[config.mk]
export PLATFORM = sky130hd
export DESIGN_NAME = dc_fu_dma_addr_gen
export DESIGN_NICKNAME = d
export VERILOG_FILES = /design/src/rtl/dc_fu_dma_pkg.sv /design/src/rtl/dc_fu_dma_addr_gen.sv
export SDC_FILE = /design/constraint.sdc
export NUM_CORES = 1
export LEC_CHECK = 0
export ABC_AREA = 1
export CELL_PAD_IN_SITES_DETAIL_PLACEMENT = 1
export CELL_PAD_IN_SITES_GLOBAL_PLACEMENT = 1
export CORE_MARGIN = 4
export CORE_UTILIZATION = 34
export CTS_BUF_LIST = sky130_fd_sc_hd__clkbuf_8
export DETAILED_ROUTE_END_ITERATION = 6
export PLACE_DENSITY_LB_ADDON = 0.1
export SYNTH_ARGS = -nofsm -noshare
export SYNTH_HDL_FRONTEND = slang
export SYNTH_SLANG_ARGS = --single-unit
export TNS_END_PERCENT = 100
[constraint.sdc]
create_clock -name clk -period 3.5 [get_ports clk]
set_clock_uncertainty 0.2 [all_clocks]
set_input_delay 0.525 -clock clk [delete_from_list [all_inputs] [get_ports clk]]
set_output_delay 0.525 -clock clk [all_outputs]
set_load 0.01 [all_outputs]
[src/rtl/dc_fu_dma_pkg.sv]
// Shared definitions for the Fetch Unit DMA blocks.
// Contents: address-generator FSM state enum, AXI RRESP encodings,
//           and the burst-count width helper used by the address
//           generator and the handshake manager.
package dc_fu_dma_pkg;

  typedef enum logic [1:0] {
    ST_IDLE   = 2'd0,
    ST_LAUNCH = 2'd1,
    ST_RUN    = 2'd2,
    ST_FINISH = 2'd3
  } addr_gen_state_e;

  localparam logic [1:0] RRESP_OKAY   = 2'd0;
  localparam logic [1:0] RRESP_EXOKAY = 2'd1;
  localparam logic [1:0] RRESP_SLVERR = 2'd2;
  localparam logic [1:0] RRESP_DECERR = 2'd3;

  // Number of bits needed to count full-or-partial bursts of a fetch.
  function automatic int unsigned burst_cnt_width(input int unsigned fetch_word_count_width,
                                                  input int unsigned max_burst_len);
    return fetch_word_count_width - max_burst_len;
  endfunction

endpackage

[src/rtl/dc_fu_dma_addr_gen.sv]
// Burst address generator for the Fetch Unit DMA.
// Splits a fetch request (base address + beat count) into AXI read bursts,
// pulses start_fetch towards the handshake manager and advances
// axi_araddr/axi_arlen on every next_addr pulse it returns.
// Ports:
//   clk, rst (sync, active-high), en (global hold)
//   req_valid/req_base_addr/req_word_count : fetch request
//   busy, cfg_err, start_fetch, done        : status and pulses
//   trans_count                             : bursts still to issue
//   next_addr                               : current burst accepted
//   axi_araddr, axi_arlen                   : current burst
//   error_flag, fetch_err                   : RRESP in, sticky error out
module dc_fu_dma_addr_gen
  import dc_fu_dma_pkg::*;
#(
  parameter int unsigned ADDR_WIDTH             = 32,
  parameter int unsigned FETCH_WORD_COUNT_WIDTH = 16,
  parameter int unsigned MAX_BURST_LEN          = 4,
  parameter int unsigned BYTES_PER_WORD_LOG2    = 2
) (
  input  logic                                  clk,
  input  logic                                  rst,
  input  logic                                  en,
  input  logic                                  req_valid,
  input  logic [ADDR_WIDTH-1:0]                 req_base_addr,
  input  logic [FETCH_WORD_COUNT_WIDTH-1:0]     req_word_count,
  output logic                                  busy,
  output logic                                  cfg_err,
  output logic                                  start_fetch,
  output logic [burst_cnt_width(FETCH_WORD_COUNT_WIDTH, MAX_BURST_LEN)-1:0] trans_count,
  input  logic                                  next_addr,
  output logic [ADDR_WIDTH-1:0]                 axi_araddr,
  output logic [7:0]                            axi_arlen,
  input  logic [1:0]                            error_flag,
  output logic                                  fetch_err,
  output logic                                  done
);

  localparam int unsigned CNT_W   = burst_cnt_width(FETCH_WORD_COUNT_WIDTH, MAX_BURST_LEN);
  localparam int unsigned BB_LOG2 = MAX_BURST_LEN + BYTES_PER_WORD_LOG2;
  localparam logic [ADDR_WIDTH-1:0] BB_BYTES    = ADDR_WIDTH'(1) << BB_LOG2;
  localparam logic [7:0]            FULL_LEN_M1 = 8'((1 << MAX_BURST_LEN) - 1);

  addr_gen_state_e          state_q;
  logic [MAX_BURST_LEN-1:0] rem_q;
  logic                     after_fin_q;

  logic [CNT_W-1:0]         req_hi;
  logic [MAX_BURST_LEN-1:0] req_rem;
  logic [CNT_W-1:0]         req_cnt;
  logic                     req_bad;
  logic [CNT_W-1:0]         cnt_dec;

  // Only the final burst of a fetch with a remainder is short.
  function automatic logic [7:0] arlen_for(input logic [CNT_W-1:0]         cnt,
                                           input logic [MAX_BURST_LEN-1:0] rem);
    return (cnt == CNT_W'(1) && rem != '0) ? 8'(rem) - 8'd1 : FULL_LEN_M1;
  endfunction

  // Request decode and validation.
  always_comb begin
    req_hi  = req_word_count[FETCH_WORD_COUNT_WIDTH-1:MAX_BURST_LEN];
    req_rem = req_word_count[MAX_BURST_LEN-1:0];
    req_cnt = req_hi + CNT_W'(req_rem != '0);
    // An all-ones hi with a remainder would need one more burst than fits.
    req_bad = (req_word_count == '0) ||
              (req_base_addr[BB_LOG2-1:0] != '0) ||
              ((&req_hi) && (req_rem != '0));
    cnt_dec = trans_count - CNT_W'(1);
  end

  // FSM plus address/length/count arithmetic.
  always_ff @(posedge clk) begin
    if (rst) begin
      state_q     <= ST_IDLE;
      rem_q       <= '0;
      after_fin_q <= 1'b0;
      busy        <= 1'b0;
      cfg_err     <= 1'b0;
      start_fetch <= 1'b0;
      done        <= 1'b0;
      fetch_err   <= 1'b0;
      trans_count <= '0;
      axi_araddr  <= '0;
      axi_arlen   <= '0;
    end else if (en) begin
      cfg_err     <= 1'b0;
      start_fetch <= 1'b0;
      done        <= 1'b0;
      // The manager's error flag lags by a cycle, so the first IDLE
      // cycle after FINISH still belongs to the finished fetch.
      after_fin_q <= (state_q == ST_FINISH);
      if (((state_q != ST_IDLE) || after_fin_q) && (error_flag != RRESP_OKAY)) begin
        fetch_err <= 1'b1;
      end

      case (state_q)
        ST_IDLE: begin
          if (req_valid) begin
            if (req_bad) begin
              cfg_err <= 1'b1;
            end else begin
              trans_count <= req_cnt;
              axi_araddr  <= req_base_addr;
              axi_arlen   <= arlen_for(req_cnt, req_rem);
              rem_q       <= req_rem;
              fetch_err   <= 1'b0;
              busy        <= 1'b1;
              start_fetch <= 1'b1;
              state_q     <= ST_LAUNCH;
            end
          end
        end
        ST_LAUNCH: begin
          state_q <= ST_RUN;
        end
        ST_RUN: begin
          if (next_addr) begin
            trans_count <= cnt_dec;
            axi_araddr  <= axi_araddr + BB_BYTES;
            axi_arlen   <= arlen_for(cnt_dec, rem_q);
            // trans_count hits zero on the same edge FINISH is entered.
            if (cnt_dec == '0) begin
              done    <= 1'b1;
              state_q <= ST_FINISH;
            end
          end
        end
        ST_FINISH: begin
          busy    <= 1'b0;
          state_q <= ST_IDLE;
        end
      endcase
    end
  end

endmodule
=== After elaboration in Yosys (flattened, before gate mapping) ===
Index checks and enable logic that the tools add are counted.

* Equality and inequality tests: 9
* Bitwise gates (word level): 1
* Muxes and demuxes: 35
* Add/subtract/negate cells: 5
* Reductions and logical operators: 22

{| class="wikitable"
|+ Operators by type and width
! kind !! number
|-
| $mux W32 || 3
|-
| $pmux W32 S2 || 1
|-
| $mux W8 || 5
|-
| $mux W12 || 3
|-
| $add A32 B7 Y32 const B || 1
|-
| $eq A12 B1 Y1 const B || 2
|-
| $pmux W12 S2 || 1
|-
| $logic_not A16 Y1 || 1
|-
| $pmux W8 S2 || 1
|-
| $mux W1 || 15
|-
| $add A12 B1 Y12 || 1
|-
| $logic_not A12 Y1 || 1
|-
| $reduce_and A12 Y1 || 1
|-
| $sub A12 B1 Y12 const B || 1
|-
| $reduce_and A5 Y1 || 2
|-
| $sub A4 B1 Y5 const B || 2
|-
| $mux W2 || 4
|-
| $ne A2 B2 Y1 const B || 4
|-
| $pmux W2 S4 || 1
|-
| $reduce_and A4 Y1 || 2
|-
| $reduce_bool A2 Y1 || 4
|-
| $reduce_bool A4 Y1 || 2
|-
| $reduce_bool A6 Y1 || 1
|-
| $eq A2 B2 Y1 const B || 2
|-
| other kinds (6) || 11
|}

* Input bits: 55
* Output and inout bits: 57
* Register bits: 64
* Logic and storage cells: 83

=== Longest topological paths before layout ===
Gate-level depths: netlist of run 1.

* Depth in word-level cells: 8
* Mapped depth: 18
* Gate-level depth less buffers: 18

=== Worst setup path before layout of run 1 ===
Ideal clock, no wire load.

* Path kind: in2reg
* Start: input req_word_count[0]
* End: register axi_arlen[2]
* Path slack: 0.864 ns
* Setup time: 0.114 ns
* Path buffers: 0
* Data required time: 3.186 ns
* Data arrival time: 2.322 ns
* Cell stages on the path: 17
* Cells stage by stage: inv_1 -> ha_1 -> inv_1 -> nor2_1 -> nand2_1 -> ha_1 -> ha_1 -> inv_1 -> nor2_1 -> inv_1 -> nor2_1 -> xor2_1 -> nand2_1 -> nor2_1 -> nand3_1 -> nand2_1 -> a21oi_2

* Word-level cells in the longest chain between the ends: 8
* Elaborated cells between the ends (all ways): 15
* Classes of those cells: add/sub (2); eq/ne (2); mux (4); reduce/logical (7)

{| class="wikitable"
|+ Ends and longest elaborated chain
! what !! RTL line !! text
|-
| from (decl) || dc_fu_dma_addr_gen.sv:26 || <nowiki>input logic [FETCH_WORD_COUNT_WIDTH-1:0] req_word_count,</nowiki>
|-
| $reduce_bool A4 Y1 || dc_fu_dma_addr_gen.sv:57, dc_fu_dma_addr_gen.sv:64, dc_fu_dma_addr_gen.sv:68 ||
|-
| $add A12 B1 Y12 || dc_fu_dma_addr_gen.sv:64 || <nowiki>req_cnt = req_hi + CNT_W'(req_rem != '0);</nowiki>
|-
| $eq A12 B1 Y1 || dc_fu_dma_addr_gen.sv:57 || <nowiki>return (cnt == CNT_W'(1) && rem != '0) ? 8'(rem) - 8'd1 : FULL_LEN_M1;</nowiki>
|-
| $logic_and A1 B1 Y1 || dc_fu_dma_addr_gen.sv:57 ||
|-
| $mux W8 || dc_fu_dma_addr_gen.sv:57 ||
|-
| $mux W8 || dc_fu_dma_addr_gen.sv:100 || <nowiki>if (req_bad) begin</nowiki>
|-
| $mux W8 || dc_fu_dma_addr_gen.sv:99 || <nowiki>if (req_valid) begin</nowiki>
|-
| $pmux W8 S2 || dc_fu_dma_addr_gen.sv:97 || <nowiki>case (state_q)</nowiki>
|-
| to (signal assigned) || dc_fu_dma_addr_gen.sv:105 || <nowiki>axi_arlen <= arlen_for(req_cnt, req_rem);</nowiki>
|-
| to (signal assigned) || dc_fu_dma_addr_gen.sv:121 || <nowiki>axi_arlen <= arlen_for(cnt_dec, rem_q);</nowiki>
|-
| to (decl) || dc_fu_dma_addr_gen.sv:33 || <nowiki>output logic [7:0] axi_arlen,</nowiki>
|}

Parallel ways exist; a longest one is shown, timed or not. The select of a mux whose other input is x is not followed.
A chain may end at the register's enable or synchronous reset.

=== Final worst setup path of run 1 ===
Same ends and word-level chain as after synthesis.

==> results of run 1 <==
==> layer usage <==
| layer | vias to the layer above | GRT usage (%) |
|---|---|---|
| met1 | 2393 | 27.8 |
| met3 | 23 | 3.22 |
| met5 | - | 0 |
| met2 | 101 | 36.7 |
| met4 | 0 | 7.93 |
| li1 | 2524 | - |
==> power breakdown <==
part	switching [W]	internal [W]	total, W
Sequential	0.0000805	0.000761	0.000842
Clock	0.000303	0.000464	0.000767
Combinational	0.000454	0.000338	0.000792
==> final timing paths <==
path | depth (start not counted) | to | slack [ns]
setup / recovery | 18 | axi_arlen[2]$_SDFFE_PP0P_ | 0.41
hold / removal | 2 | start_fetch$_SDFFE_PP0P_ | 0.27
setup reg to reg | 10 | axi_araddr[18]$_SDFFE_PP0P_ | 1.04
hold reg to reg | 2 | start_fetch$_SDFFE_PP0P_ | 0.27
==> critical path: stages <==
cell,delay (ns)
clkdlybuf4s50_1,0.48
inv_1,0.07
ha_1,0.21
inv_1,0.06
nor2_1,0.04
nand2_1,0.12
ha_1,0.19
ha_1,0.17
inv_1,0.06
nor2_1,0.25
inv_1,0.07
nor2_1,0.11
xor2_1,0.19
nand2_1,0.09
nor2_2,0.22
nand3_1,0.10
nand2_1,0.09
a21oi_2,0.05
==> Yosys cell counts, types with 13 or more instances <==
cell type / number / share of area [%]
a21oi_1: 59 / 6.8
clkbuf_1: 14 / 1.2
dfxtp_1: 61 / 28
ha_1: 13 / 3.7
inv_1: 80 / 6.9
nand2_1: 215 / 19
nand3_1: 41 / 4.7
nand4_1: 18 / 2.6
nor2_1: 95 / 8.2
nor3_1: 16 / 1.8
o21ai_0: 40 / 4.6
xor2_1: 14 / 2.8
==> per-stage QoR <==
stage / utilization (%) / total power [W] / hold slack [ns] / area [um^2] / instances
finish: 46.2 / 0.00240 / 0.268 / 5810 / 1001
global placement: 44.4 / 0.00162 / 0.252 / 5570 / 986
global route: 46.2 / 0.00255 / 0.299 / 5810 / 1001
CTS: 46.2 / 0.00242 / 0.273 / 5800 / 1001
detailed placement: 44.4 / 0.00165 / 0.262 / 5570 / 986
floorplan: - / 0.00132 / 0.274 / 4350 / 724
==> area by class of cell <==
| type | count | area (um^2) | share of cell area, % |
|---|---|---|---|
| sequential | 61 | 1220 | 21.0 |
| clock buffer | 9 | 124 | 2.13 |
| inverter | 81 | 304 | 5.23 |
| multi-input combinational | 552 | 2660 | 45.8 |
| tap | 172 | 215 | 3.70 |
| timing repair buffer | 120 | 1180 | 20.3 |
| clock inverter | 6 | 104 | 1.79 |
==> cells in the final DEF (no fill, tap or decap), drive strengths merged, types with 4 or more instances in the layout <==
master | synthesis | final
nor3 | 16 | 16
nor2 | 101 | 101
clkbuf | 15 | 9
inv | 81 | 82
a21oi | 61 | 61
nand3 | 41 | 41
xor2 | 14 | 14
mux2i | 4 | 4
clkdlybuf4s50 | 0 | 111
a31oi | 4 | 4
nand3b | 7 | 7
dfxtp | 61 | 61
nand4 | 18 | 18
ha | 13 | 13
buf | 15 | 9
nand2 | 218 | 218
o21ai | 43 | 43
==> registers in the layout, summed over array words and instances (netlist names) <==
signal	cells
busy	1
after_fin_q	1
axi_araddr	32
trans_count	12
axi_arlen	5
fetch_err	1
cfg_err	1
state_q	2
done	1
start_fetch	1
rem_q	4
==> kinds of logic (layout without fill, tap and decap cells) <==
family / count (synthesis) / after routing / synth area share (%)
DFF: 61 / 61 / 28.1
buffers and inverters: 111 / 216 / 10.9
muxes: 4 / 4 / 0.921
xor gates and xnor gates: 17 / 17 / 3.42
and+or+nand+nor: 402 / 402 / 38.7
adders and majority gates: 13 / 13 / 3.74
AOI/OAI and AO/OA: 116 / 116 / 14.2
==> impl_metrics.env, run 1 <==
export IMPL_drive_gt1_share_pct=4.83
export IMPL_crit_start="req_word_count[0]"
export IMPL_cts_resized=0
export IMPL_clk_latency_ns=0.36
export IMPL_max_cap_violations=0
export IMPL_yosys_most_used_dff="dfxtp_1"
export IMPL_worst_pin_slew_ns=0.667
export IMPL_grt_max_degree=56
export IMPL_io_buffers=111
export IMPL_start_util_pct=34.6
export IMPL_cp_required_ns=3.52
export IMPL_cts_tree="yes"
export IMPL_syn_instance_count=724
export IMPL_top_layer="met4"
export IMPL_setup_viol=0
export IMPL_gp_congestion=0.831
export IMPL_hpwl_um=11800
export IMPL_clockBufferDepth=2
export IMPL_period_share_pct=88.4
export IMPL_grtUsageTotal_pct=21.6
export IMPL_fp_dieH_um=121
export IMPL_syn_area_um2=4350
export IMPL_yosys_warnings=0
export IMPL_crit_path_start_kind="primary input"
export IMPL_grt_pass1_vias=5264
export IMPL_syn_nets=792
export IMPL_postRouteAntennaNets=0
export IMPL_ys_seq_elements=61
export IMPL_critPathArrivalTime_ns=3.12
export IMPL_grt_setup_unrepaired="no"
export IMPL_dieArea_um2=14700
export IMPL_synth_enable_flop_cells=0
export IMPL_p_leak_nw=2.47
export IMPL_syn_area_per_cell_um2=6.01
export IMPL_grt_antenna_before_repair=0
export IMPL_yosysSeqAreaShare_pct=28.1
export IMPL_met3_length_um=517
export IMPL_layout_min_cycle_time_ns=3.09
export IMPL_cp_end_kind="flop"
export IMPL_firstDrtPassIters=4
export IMPL_nNetsFinal=893
export IMPL_drt_iter0_drc=244
export IMPL_clock_tree_root_cell="clkbuf_8"
export IMPL_fin_ws_ns=0.406
export IMPL_worstSetupPathType="in2reg"
export IMPL_cp_max_fo=4
export IMPL_drv_slew=0
export IMPL_area_delta_synth_final_pct=33.6
export IMPL_slew_headroom_pct=55.4
export IMPL_num_vias=5041
export IMPL_drc=0
export IMPL_ctsHoldBuffers=0
export IMPL_wire_per_inst_um=15.6
export IMPL_fmax_mhz=323
export IMPL_status="finished clean"
export IMPL_ys_types=34
export IMPL_postCtsSetupRepairBufs=0
export IMPL_pre_cts_slack_ns=-0.0459
export IMPL_fin_tns_setup_ns=0
export IMPL_ys_async_sr_fraction_pct=0
export IMPL_min_from="start_fetch$_SDFFE_PP0P_"
export IMPL_clkSlewWorstSetupHoldPaths_ns=0.07
export IMPL_grt_pass1_wl_um=25600
export IMPL_cts_inserted_buffers=9
export IMPL_grt_ovfl_total=0
export IMPL_finalHoldViolations=0
export IMPL_fillers=1722
export IMPL_wirelength_um=15600
export IMPL_cts_sinks=61
export IMPL_drt_met1_wl_um=7390
export IMPL_min_path_type="reg2reg"
export IMPL_powerDensity_nw_per_um2=413
export IMPL_num_io_pins=112
export IMPL_core_rowCount=41
export IMPL_ir_drop_mv=0.227
export IMPL_vias_per_cell=5.04
export IMPL_die_w_um=121
export IMPL_r2r_start="axi_araddr[7]$_SDFFE_PP0P_"
export IMPL_htreeDepth=3
export IMPL_n_antenna_cell=0
export IMPL_wl_met2_um=7390
export IMPL_core_area_um2=12600
No activity file was read; power rests on OpenSTA's default activity.
==> run 2, diff against run 1 <==
- CELL_PAD_IN_SITES_DETAIL_PLACEMENT: 1 -> 0
- SKIP_LAST_GASP: not set -> 1
==> impl_metrics.env, run 2 (synthesized netlist as in run 1, its figures left out) <==
export IMPL_gp_congestion=0.831
export IMPL_placed_cells=986
export IMPL_postRouteAntennaNets=0
export IMPL_io_buffers=111
export IMPL_drt_iter0_drc=265
export IMPL_start_util_pct=34.6
export IMPL_largest_reg_flops=32
export IMPL_multi_input_area_um2=2660
export IMPL_p_switching_w=0.000821
export IMPL_fp_dieH_um=121
export IMPL_setup_viol=0
export IMPL_dieArea_um2=14700
export IMPL_hpwl_um=10400
export IMPL_powerDensity_nw_per_um2=411
export IMPL_slowest_delay_ns=0.47
export IMPL_max_cap_violations=0
export IMPL_clk_latency_ns=0.37
export IMPL_cp_cell_sequence="clkdlybuf4s50_1 > inv_1 > ha_1 > inv_1 > nor2_1 > nand2_1 > ha_1 > ha_1 > inv_1 > nor2_1 > inv_1 > nor2_1 > xor2_1 > nand2_1 > nor2_1 > nand3_1 > nand2_1 > a21oi_2"
export IMPL_drc=0
export IMPL_grt_antenna_before_repair=0
export IMPL_core_area_um2=12600
export IMPL_ctsHoldBuffers=0
export IMPL_seqPwrFrac_pct=35.2
export IMPL_n_antenna_cell=0
export IMPL_worstSetupPathType="in2reg"
export IMPL_num_io_pins=112
export IMPL_clkPwrFrac_pct=32.3
export IMPL_critPathArrivalTime_ns=3.15
export IMPL_grt_pass1_vias=4667
export IMPL_grt_max_degree=56
export IMPL_critPathTopFamily="simple AND/OR/NAND/NOR gates"
export IMPL_drv_slew=0
export IMPL_cts_sinks=61
export IMPL_layout_min_cycle_time_ns=3.11
export IMPL_final_common_cell="nand2_1"
export IMPL_min_delay_path_depth=2
export IMPL_slew_headroom_pct=56.4
export IMPL_grt_setup_unrepaired="no"
export IMPL_grt_pass1_wl_um=22500
export IMPL_wirelength_um=14200
export IMPL_firstDrtPassIters=5
export IMPL_postCtsSetupRepairBufs=0
export IMPL_cp_end_kind="flop"
export IMPL_period_share_pct=89.0
export IMPL_worst_pin_slew_ns=0.653
export IMPL_fin_tns_setup_ns=0
export IMPL_cp_required_ns=3.54
export IMPL_cts_resized=0
export IMPL_reg_top3="axi_araddr x32, trans_count x12, axi_arlen x5"
export IMPL_fillers=1387
export IMPL_htreeDepth=3
export IMPL_grtUsageTotal_pct=19.4
export IMPL_vias_per_cell=4.83
export IMPL_clockBufferDepth=2
export IMPL_die_w_um=121
export IMPL_top_register="axi_araddr"
export IMPL_num_vias=4830
export IMPL_min_path_type="reg2reg"
export IMPL_grt_ovfl_total=0
export IMPL_rr_worst_depth=13
export IMPL_nNetsFinal=893
export IMPL_p_leak_nw=2.46
export IMPL_cp_max_fo=4
export IMPL_netSwitchingFraction_pct=34.4
export IMPL_ff_latch_area_um2=1220
export IMPL_finalHoldViolations=0
export IMPL_p_int_w=0.00156
export IMPL_status="finished clean"
export IMPL_core_rowCount=41
export IMPL_clkSlewWorstSetupHoldPaths_ns=0.07
export IMPL_ir_drop_mv=0.192
export IMPL_cts_inserted_buffers=9
export IMPL_area_delta_synth_final_pct=33.4
export IMPL_crit_path_start_kind="primary input"
export IMPL_crit_slowest_cell="clkdlybuf4s50_1"
export IMPL_stdcell_count=1001
export IMPL_drive_gt1_share_pct=4.58
export IMPL_critical_path_buf_inv_count=5
export IMPL_path_depth=18
export IMPL_p_comb_share_pct=32.4
export IMPL_clock_tree_root_cell="clkbuf_8"
export IMPL_wire_per_inst_um=14.2
export IMPL_fmax_mhz=321
export IMPL_final_cell_mix="nand2_1 (215), clkdlybuf4s50_1 (111), nor2_1 (95), inv_1 (81), dfxtp_1 (61)"
export IMPL_cts_tree="yes"
run 2: worst paths after layout:
check | slack, ns | end | from
setup / recovery | 0.39 | axi_arlen[2]$_SDFFE_PP0P_ | req_word_count[0]
setup reg to reg | 1.08 | axi_arlen[2]$_SDFFE_PP0P_ | trans_count[0]$_SDFFE_PP0P_
hold reg to reg | 0.27 | start_fetch$_SDFFE_PP0P_ | start_fetch$_SDFFE_PP0P_
hold / removal | 0.27 | start_fetch$_SDFFE_PP0P_ | start_fetch$_SDFFE_PP0P_
run 2: tightest hold or removal path, cell delays in order (launching register included):
cell	delay, ns
dfxtp_1	0.31
nand2_1	0.06
a21oi_1	0.05
run 2: metal layers:
metal | routed length, um | track usage, % | vias to the layer above
met2 | 6500 | 32.4 | 115
met1 | 6850 | 25.3 | 2193
met5 | 0 | 0 | -
li1 | - | - | 2513
met4 | 133 | 4.60 | 0
met3 | 681 | 4.76 | 9
run 2: cell type report:
cell class / instances / share of cell area (%)
clock buffer: 9 / 2.14
clock inverter: 6 / 1.79
inverter: 81 / 5.24
multi-input combinational: 552 / 45.8
sequential: 61 / 21.0
tap: 172 / 3.71
timing repair buffer: 120 / 20.3
run 2: power groups by stage:
| stage | Clock, W | Combinational [W] | Sequential [W] |
|---|---|---|---|
| finish | 0.000771 | 0.000773 | 0.000840 |
| global route | 0.000819 | 0.000871 | 0.000851 |
| CTS | 0.000789 | 0.000778 | 0.000840 |
| detailed placement | 0 | 0.000775 | 0.000856 |
| global placement | 0 | 0.000767 | 0.000855 |
| floorplan | 0 | 0.000459 | 0.000860 |
run 2: per-stage QoR:
| stage | setup slack (ns) | hold slack [ns] | area (um^2) | power, W | util [%] |
|---|---|---|---|---|---|
| 4_1_cts | 0.400 | 0.270 | 5800 | 0.00241 | 46.2 |
| 3_5_place_dp | 0.00840 | 0.256 | 5570 | 0.00163 | 44.4 |
| 3_3_place_gp | 0.0931 | 0.252 | 5570 | 0.00162 | 44.4 |
| 6_report | 0.386 | 0.265 | 5800 | 0.00238 | 46.2 |
| 5_1_grt | 0.0642 | 0.288 | 5800 | 0.00254 | 46.2 |
| 2_1_floorplan | 0.864 | 0.274 | 4350 | 0.00132 | - |
